## config.mk

```make
export PLATFORM = sky130hd
export DESIGN_NAME = ex_stage
export DESIGN_NICKNAME = d
export VERILOG_FILES = /design/src/rtl/cpu_pkg.sv /design/src/rtl/ex_stage_alu.sv /design/src/rtl/ex_stage.sv
export SDC_FILE = /design/constraint.sdc
export NUM_CORES = 1
export LEC_CHECK = 0
export BUFFER_PORTS_ARGS = -buffer_cell sky130_fd_sc_hd__buf_4
export CAP_MARGIN = 20
export CORE_MARGIN = 3
export CORE_UTILIZATION = 39
export DETAILED_ROUTE_END_ITERATION = 12
export REMOVE_ABC_BUFFERS = 1
export SYNTH_ARGS = -nofsm -noshare
export SYNTH_HDL_FRONTEND = slang
export SYNTH_HIERARCHICAL = 1
export SYNTH_SLANG_ARGS = --single-unit
export TNS_END_PERCENT = 10
```

## constraint.sdc

```tcl
create_clock -name clk -period 5.6 [get_ports clk]
set_input_delay 0.56 -clock clk [delete_from_list [all_inputs] [get_ports clk]]
set_output_delay 0.56 -clock clk [all_outputs]
set_load 0.01 [all_outputs]
```

## src/rtl/cpu_pkg.sv

```systemverilog
// Shared definitions for the RV32 pipeline: ALU opcodes and forwarding-source selector.
package cpu_pkg;

  localparam int OP_W = 4;

  localparam logic [OP_W-1:0] ALU_ADD = 4'b0000;
  localparam logic [OP_W-1:0] ALU_SUB = 4'b0001;
  localparam logic [OP_W-1:0] ALU_AND = 4'b0010;
  localparam logic [OP_W-1:0] ALU_OR  = 4'b0011;
  localparam logic [OP_W-1:0] ALU_XOR = 4'b0100;
  localparam logic [OP_W-1:0] ALU_SLT = 4'b0101;
  localparam logic [OP_W-1:0] ALU_INV = 4'b1111;

  // Where an EX operand comes from: register file read, EX/MEM result or WB data.
  typedef enum logic [1:0] {
    FWD_RF,
    FWD_MEM,
    FWD_WB
  } fwd_sel_t;

endpackage

```

## src/rtl/ex_stage_alu.sv

```systemverilog
// Combinational ALU for the execute stage; unknown opcodes produce zero.
module alu
  import cpu_pkg::*;
#(
  parameter int D_WIDTH = 32,
  parameter int OP_SIZE = OP_W
) (
  input  logic [D_WIDTH-1:0] a,
  input  logic [D_WIDTH-1:0] b,
  input  logic [OP_SIZE-1:0] op,
  output logic [D_WIDTH-1:0] y
);

  // NOTE: assigning y before the case gives every path a value, so no latch is inferred.
  always_comb begin
    y = '0;
    case (op)
      ALU_ADD: y = a + b;
      ALU_SUB: y = a - b;
      ALU_AND: y = a & b;
      ALU_OR:  y = a | b;
      ALU_XOR: y = a ^ b;
      ALU_SLT: y = D_WIDTH'($signed(a) < $signed(b));
      default: y = '0;
    endcase
  end

endmodule

```

## src/rtl/ex_stage.sv

```systemverilog
// RV32 execute stage: operand forwarding, ALU, load-use detection and the EX/MEM register.
module ex_stage
  import cpu_pkg::*;
#(
  parameter int D_WIDTH = 32,
  parameter int N_REGS  = 32,
  parameter int RF_SIZE = $clog2(N_REGS),
  parameter int OP_SIZE = OP_W
) (
  input  logic               clk,
  input  logic               rst,
  input  logic               en,
  input  logic               flush,
  input  logic [RF_SIZE-1:0] rs1_ex,
  input  logic [RF_SIZE-1:0] rs2_ex,
  input  logic [D_WIDTH-1:0] rs1_val_ex,
  input  logic [D_WIDTH-1:0] rs2_val_ex,
  input  logic [D_WIDTH-1:0] imm_ex,
  input  logic [RF_SIZE-1:0] rd_ex,
  input  logic               reg_write_ex,
  input  logic               alu_src_imm_ex,
  input  logic               mem_we_ex,
  input  logic               mem_re_ex,
  input  logic               mem_to_reg_ex,
  input  logic [OP_SIZE-1:0] alu_op_ex,
  input  logic [RF_SIZE-1:0] id_rs1,
  input  logic [RF_SIZE-1:0] id_rs2,
  input  logic               wb_we,
  input  logic [RF_SIZE-1:0] wb_rd,
  input  logic [D_WIDTH-1:0] wb_data,
  output logic [D_WIDTH-1:0] alu_result_mem,
  output logic [D_WIDTH-1:0] store_data_mem,
  output logic [RF_SIZE-1:0] rd_mem,
  output logic               reg_write_mem,
  output logic               mem_we_mem,
  output logic               mem_re_mem,
  output logic               mem_to_reg_mem,
  output logic               load_use_stall
);

  fwd_sel_t           fwd_a, fwd_b;
  logic [D_WIDTH-1:0] op_a, rs2_fwd, op_b, alu_y;

  // A load in EX/MEM has no data yet, so it is never a forwarding source;
  // the load-use stall guarantees the consumer waits for WB instead.
  always_comb begin
    fwd_a = FWD_RF;
    if (rs1_ex != '0 && reg_write_mem && !mem_re_mem && rd_mem == rs1_ex) fwd_a = FWD_MEM;
    else if (rs1_ex != '0 && wb_we && wb_rd == rs1_ex)                    fwd_a = FWD_WB;

    fwd_b = FWD_RF;
    if (rs2_ex != '0 && reg_write_mem && !mem_re_mem && rd_mem == rs2_ex) fwd_b = FWD_MEM;
    else if (rs2_ex != '0 && wb_we && wb_rd == rs2_ex)                    fwd_b = FWD_WB;
  end

  always_comb begin
    case (fwd_a)
      FWD_MEM: op_a = alu_result_mem;
      FWD_WB:  op_a = wb_data;
      default: op_a = rs1_val_ex;
    endcase
    case (fwd_b)
      FWD_MEM: rs2_fwd = alu_result_mem;
      FWD_WB:  rs2_fwd = wb_data;
      default: rs2_fwd = rs2_val_ex;
    endcase
  end

  assign op_b = alu_src_imm_ex ? imm_ex : rs2_fwd;

  alu #(
    .D_WIDTH(D_WIDTH),
    .OP_SIZE(OP_SIZE)
  ) u_alu (
    .a (op_a),
    .b (op_b),
    .op(alu_op_ex),
    .y (alu_y)
  );

  // Opcode-agnostic on purpose: a false stall on an unused rs2 only costs a cycle.
  assign load_use_stall = mem_re_ex && (rd_ex != '0) &&
                          ((rd_ex == id_rs1) || (rd_ex == id_rs2));

  // NOTE: sequential state uses non-blocking assignments so every field samples pre-edge values.
  always_ff @(posedge clk or posedge rst) begin
    if (rst) begin
      alu_result_mem <= '0;
      store_data_mem <= '0;
      rd_mem         <= '0;
      reg_write_mem  <= 1'b0;
      mem_we_mem     <= 1'b0;
      mem_re_mem     <= 1'b0;
      mem_to_reg_mem <= 1'b0;
    end else if (flush) begin
      alu_result_mem <= '0;
      store_data_mem <= '0;
      rd_mem         <= '0;
      reg_write_mem  <= 1'b0;
      mem_we_mem     <= 1'b0;
      mem_re_mem     <= 1'b0;
      mem_to_reg_mem <= 1'b0;
    end else if (en) begin
      alu_result_mem <= alu_y;
      store_data_mem <= rs2_fwd;
      rd_mem         <= rd_ex;
      reg_write_mem  <= reg_write_ex;
      mem_we_mem     <= mem_we_ex;
      mem_re_mem     <= mem_re_ex;
      mem_to_reg_mem <= mem_to_reg_ex;
    end
  end

endmodule
```

### After elaboration in Yosys (flattened, before gate mapping)

Cells that the tools add are included.

| storage, ports and cells | value |
|---|---|
| input port bits | 172 |
| register bits | 73 |
| output and inout port bits | 74 |

| cells by class | value |
|---|---|
| bitwise gates (word level) | 3 |
| $add $sub $neg | 2 |
| multiplexer cells | 22 |
| equal/unequal tests | 15 |
| reduce and logical (&&, ||, !) cells | 19 |
| $lt $le $gt $ge | 1 |

Operators with widths:

| cell | number |
|---|---|
| $pmux W32 S6 | 1 |
| $mux W32 | 5 |
| $pmux W32 S2 | 2 |
| $add A32 B32 Y32 | 1 |
| $and A32 B32 Y32 | 1 |
| $lt A32 B32 Y1 | 1 |
| $or A32 B32 Y32 | 1 |
| $sub A32 B32 Y32 | 1 |
| $xor A32 B32 Y32 | 1 |
| $eq A5 B5 Y1 | 6 |
| $reduce_bool A5 Y1 | 3 |
| $logic_and A1 B1 Y1 | 12 |
| $mux W5 | 2 |
| $eq A4 B2 Y1 const B | 2 |
| $eq A4 B3 Y1 const B | 2 |
| $mux W1 | 8 |
| $mux W2 | 4 |
| $eq A2 B1 Y1 const B | 2 |
| $eq A2 B2 Y1 const B | 2 |
| $eq A4 B1 Y1 const B | 1 |
| $logic_not A4 Y1 | 1 |
| $reduce_bool A2 Y1 | 1 |
| $logic_not A1 Y1 | 1 |
| $logic_or A1 B1 Y1 | 1 |

### Longest topological paths before layout

| logic depth | value |
|---|---|
| depth in word-level cells | 12 |
| depth in mapped cells | 22 |

### Cells and area by module

Netlist, hierarchy kept.

By module, submodules not included:

| module | area each (µm²) | cells an instance | instances |
|---|---|---|---|
| ex_stage | 5153.7 | 572 | 1 |
| alu | 4732.0 | 732 | 1 |

### Least setup slack after synthesis

No wires, ideal clock.

| path | value |
|---|---|
| path type | in2reg |
| start point | input port rs1_ex[1] |
| end point | register alu_result_mem[31] |
| setup time | 0.132 ns |
| stages | 20 |
| data arrival time | 4.869 ns |
| path slack | 0.599 ns |
| cell sequence | or4_1 nor2_1 nor4_2 buf_2 mux2i_1 o21ai_0 inv_1 ha_1 o21bai_2 a21oi_1 o31a_1 o31a_1 o31a_1 o21ai_2 nand4_1 a211oi_2 a311oi_1 or3_1 mux2i_1 nor2_1 |

| between the ends | value |
|---|---|
| word-level cells in the longest chain between the ends | 11 |
| elaborated cells on any way between the ends | 21 |
| classes of those cells | add/sub (2); eq/ne (4); mux (6); bitwise (3); reduce/logical (6) |

Ends and longest elaborated chain:

| what | RTL line | RTL |
|---|---|---|
| start: declaration | ex_stage.sv:14 | `input logic [RF_SIZE-1:0] rs1_ex,` |
| $reduce_bool A5 Y1 | ex_stage.sv:48, ex_stage.sv:49 |  |
| $logic_and A1 B1 Y1, on equally long branches (2 in series) | ex_stage.sv:49, ex_stage.sv:48 |  |
| $mux W2 or $logic_and A1 B1 Y1 (tied branches) | ex_stage.sv:49, ex_stage.sv:48 |  |
| $mux W2 (*) | ex_stage.sv:48 | `if (rs1_ex != '0 && reg_write_mem && !mem_re_mem && rd_mem == rs1_ex) fwd_a = FWD_MEM;` |
| $eq A2 B2 Y1 or $eq A2 B1 Y1 (tied branches) | ex_stage.sv:57 | `case (fwd_a)` |
| $pmux W32 S2 (*) | ex_stage.sv:57 |  |
| net op_a[1] | ex_stage.sv:42 | `logic [D_WIDTH-1:0] op_a, rs2_fwd, op_b, alu_y;` |
| $sub A32 B32 Y32 or $add A32 B32 Y32 (tied branches) | ex_stage_alu.sv:19, ex_stage_alu.sv:18 |  |
| $pmux W32 S6 (*) | ex_stage_alu.sv:17 | `case (op)` |
| net alu_y[31] | ex_stage.sv:42 |  |
| $mux W32 (*) | ex_stage.sv:103 | `end else if (en) begin` |
| $mux W32 (*) | ex_stage.sv:95 | `end else if (flush) begin` |
| end signal: assignment | ex_stage.sv:104 | `alu_result_mem <= alu_y;` |
| end: declaration | ex_stage.sv:31 | `output logic [D_WIDTH-1:0] alu_result_mem,` |

Mark *: on every way through the listed nets, which the timed path passes. The rest lies on a longest branch. The select of a mux whose other input is x is not followed.
A chain may end at the register's enable or synchronous reset.

### Worst setup path in the final report

| path | value |
|---|---|
| start point | register rd_mem[0] |
| end point | register alu_result_mem[30] |

| between the ends | value |
|---|---|
| word-level cells in the longest chain between the ends | 10 |
| elaborated cells on any way between the ends | 21 |
| classes of those cells | add/sub (2); eq/ne (6); mux (8); bitwise (3); reduce/logical (2) |

Ends and longest elaborated chain:

| what | RTL line | RTL |
|---|---|---|
| start: declaration | ex_stage.sv:33 | `output logic [RF_SIZE-1:0] rd_mem,` |
| start signal: assignment | ex_stage.sv:106 | `rd_mem <= rd_ex;` |
| $eq A5 B5 Y1 (*) | ex_stage.sv:52 | `if (rs2_ex != '0 && reg_write_mem && !mem_re_mem && rd_mem == rs2_ex) fwd_b = FWD_MEM;` |
| $logic_and A1 B1 Y1 (*) | ex_stage.sv:52 |  |
| $mux W2 (*) | ex_stage.sv:52 |  |
| $eq A2 B2 Y1 or $eq A2 B1 Y1 (tied branches) | ex_stage.sv:62 | `case (fwd_b)` |
| $pmux W32 S2 (*) | ex_stage.sv:62 |  |
| $mux W32 (*) | ex_stage.sv:69 | `assign op_b = alu_src_imm_ex ? imm_ex : rs2_fwd;` |
| net op_b[0] | ex_stage.sv:42 |  |
| $sub A32 B32 Y32 or $add A32 B32 Y32 (tied branches) | ex_stage_alu.sv:19, ex_stage_alu.sv:18 |  |
| $pmux W32 S6 (*) | ex_stage_alu.sv:17 |  |
| net alu_y[30] | ex_stage.sv:42 |  |
| $mux W32 (*) | ex_stage.sv:103 |  |
| $mux W32 (*) | ex_stage.sv:95 |  |

Marked as above.

==> flow_summary.toml <==
[outcome]
status = "completed"

[critical_path]
critPathBufInv = 2
crit_fanout = 17
cp_cell_sequence = "xnor2_1, nand4_1, nor2_2, buf_12, a221o_1, a22o_1, ha_1, inv_1, fa_1, nand2b_1, a221oi_2, a211o_1, a21boi_1, o21ai_1, a21oi_1, o21ai_1, a211oi_1, mux2_1, o221ai_1, mux2i_1, nor2_1"
cp-end-kind = "register"
criticalPathCategory = "reg2reg"
worst-r2r-cell-count = 21
regToRegStartpoint = "rd_mem[0]"
r2r_end = "alu_result_mem[30]"
slowest_delay_ns = 0.47
worst_path_dominant_cell_family = "compound AO/OA/AOI/OAI gates"
start_kind = "register"
crit_path_start = "rd_mem[0]"
crit_top_cell = "o21ai_1"
critPathRequiredTime_ns = 5.89
rrSetupSlack_ns = 0.37
crit_path_top_delay_cell = "dfrtp_1"
cp.arrival_ns = 5.52

[run]
maxCapViolations = 0

[clock_tree]
cts_max_level = 3
clock_sinks = 73
cts_buffers = 9
cts_tree = "built"
cts_buffer_depth = 2
ctsRootBufferMaster = "clkbuf_16"
ctsHoldBuffers = 0
clkTransAtPathRegs_ns = 0.07
clk_latency_ns = 0.36

[synthesis]
syn_inst = 1304
ys_ff_latch = 73
yosys-top-cells-area = "dfrtp_1 18%, ha_1 13%, mux2i_1 7.8%"
synth_edf_count = 0
ys_async_sr_fraction_pct = 100.0
ys_types = 80
synth_area_mm2 = 0.009886
synth_area_leader_cell = "dfrtp_1"
yosysMostFrequentCell = "nor2_1"
avgSynthCellArea_um2 = 7.581
yosysSeqAreaShare_pct = 18.48
ys.flop_type = "dfrtp_1"
yosysTopAreaCellShare_pct = 18.48
synth_commonest_cells = "133 x nor2_1, 100 x ha_1, 94 x inv_1"
yosysWarnings = 6

[floorplanning]
die_w_um = 165.2
die_area_mm2 = 0.02729
rows = 57
start_util_pct = 40.18
die_y_um = 165.2
io_pins = 246
core_mm2 = 0.02460

[routing]
first_pass_iters = 5
antenna_left = 0
vias_per_cell = 5.939
drc = 0
routedWlPerCell_um = 22.10
num_vias = 11030
drt_iter0_markers = 975
drt-total-wl_mm = 41.05

[sta]
fin_skew_ns = 0.009372
min_period_over_period_pct = 93.40
hold_violations = 0
tns_ns = 0
tightestPinTransition_ns = 1.012
finalSetupViolCount = 0
fmax_mhz = 191.2
finalCriticalPeriod_ns = 5.231
slew_headroom_pct = 32.52
rsz0062_at_grt = "false"
fin_ws_ns = 0.3694
drv_slew = 0

[finish]
instances_no_fill = 1857
drive_gt1_share_pct = 23.09
n_antenna_cell = 0
nNetsFinal = 1803
fillers = 2500
area_growth_pct = 27.28

[global_route]
gr-total-overflow = 0
grt_pass1_vias = 10730
grt_pass1_wl_mm = 61.69
antenna_found_initial = 1
grt_max_degree = 74
track_usage_pct = 29.23

[pwr]
intPower_w = 0.001326
sequentialPowerShare_pct = 25.9
p_sw_w = 0.0009329
p_clk_share_pct = 25.4
power_density_mw_per_mm2 = 179.5
peakVddDrop_mv = 0.1036
netSwitchingFraction_pct = 41.30
p_comb_share_pct = 48.7
leakage_nw = 5.983

[placed_design]
gp_congestion = 0.9831
port_buffers = 245
dpl.hpwl_mm = 30.30
pre_cts_ws_ns = 0.06763
placed_cells = 1835

[worst_hold_path]
hp-class = "in2async"
## cells by family after synthesis
kind of cell    share of synthesized area [%]
buf+inv                                 7.974
fa+ha+maj                               13.06
compound gates                          29.50
flops                                   18.48
xor+xnor                                4.594
simple gates                            18.48
mux                                     7.910
## power groups by stage
stage / sequential, W / clock, W / combinational (W)
2_1_floorplan: 0.000601 / 0 / 0.000617
3_3_place_gp: 0.000595 / 0 / 0.00108
3_5_place_dp: 0.000594 / 0 / 0.00107
4_1_cts: 0.000585 / 0.000586 / 0.00108
5_1_grt: 0.000588 / 0.000599 / 0.00120
6_report: 0.000585 / 0.000574 / 0.00110
## how the worst max path moves through the flow
| stage | cells past startpoint | end | slack (ns) |
|---|---|---|---|
| finish | 21 | alu_result_mem[30] | 0.37 |
| global placement | 22 | alu_result_mem[0] | 0.10 |
| detailed placement | 22 | alu_result_mem[0] | 0.07 |
| floorplan | 18 | alu_result_mem[31] | -1.79 |
| CTS | 21 | alu_result_mem[0] | 0.42 |
| global route | 21 | alu_result_mem[0] | 0.04 |
## worst register-to-register path: cells and delay by family, from the launching register on
family,cells,cell delay (ns)
AOI/OAI and AO/OA,10,2.19
xor gates and xnor gates,1,0.19
adders and majority gates,2,0.61
buffers and inverters,2,0.27
DFF,1,0.47
muxes,2,0.45
and+or+nand+nor,4,0.99
## registers in the layout, indices dropped and copies added (netlist names)
signal          flops
store_data_mem     32
mem_re_mem          1
rd_mem              5
mem_to_reg_mem      1
mem_we_mem          1
alu_result_mem     32
reg_write_mem       1
## cell usage in the layout (no fill, tap or decap), types with 9 or more instances in the layout
master and instances:
a32o_1 16, clkbuf_16 9, o31ai_1 28, ha_1 100, nor2_1 131, nand2_1 93
o21bai_1 10, a211oi_1 11, buf_4 308, a21oi_1 92, mux2i_1 77, dfrtp_1 73
nand3_1 13, o21ai_1 15, o21ai_0 84, or3_1 19, a221o_1 27, nand4_1 11
o22ai_1 11, nor3_1 22, a22o_1 32, xnor2_1 42, a221oi_1 19, and3_1 36
inv_1 93, nor2b_1 23, a21o_1 9
## final cells by class
type	instances	area, um^2	share of cell area, %
Tap cell	324	405.4	3.222
Timing Repair Buffer	313	2415	19.19
Inverter	97	365.4	2.904
Clock buffer	10	229.0	1.820
Clock inverter	5	33.78	0.2685
Multi-Input combinational cell	1035	7307	58.07
Sequential cell	73	1827	14.52
## metrics by stage
stage               area [um^2]  power [W]  util, %  hold slack (ns)
floorplan                  9462   0.001217        -           0.5168
detailed placement        12230   0.001668    49.72           0.4702
global route              12580   0.002388    51.14           0.2063
global placement          12230   0.001672    49.72           0.4650
finish                    12580   0.002259    51.14           0.2005
CTS                       12500   0.002250    50.79           0.4380
## per-layer routing
layer	wire (um)	share of wire (%)	GRT usage (%)
met2	18680	46	47.34
met1	17780	43	38.73
met4	855	2.1	8.159
met5	0	0	0
met3	3726	9.1	7.134
## what timing repair did
item / CTS / global route
setup endpoints to repair: 0 / 3
setup buffers: 0 / 5
gates resized for setup: 0 / 1
Power figures use the tool's default switching activity.
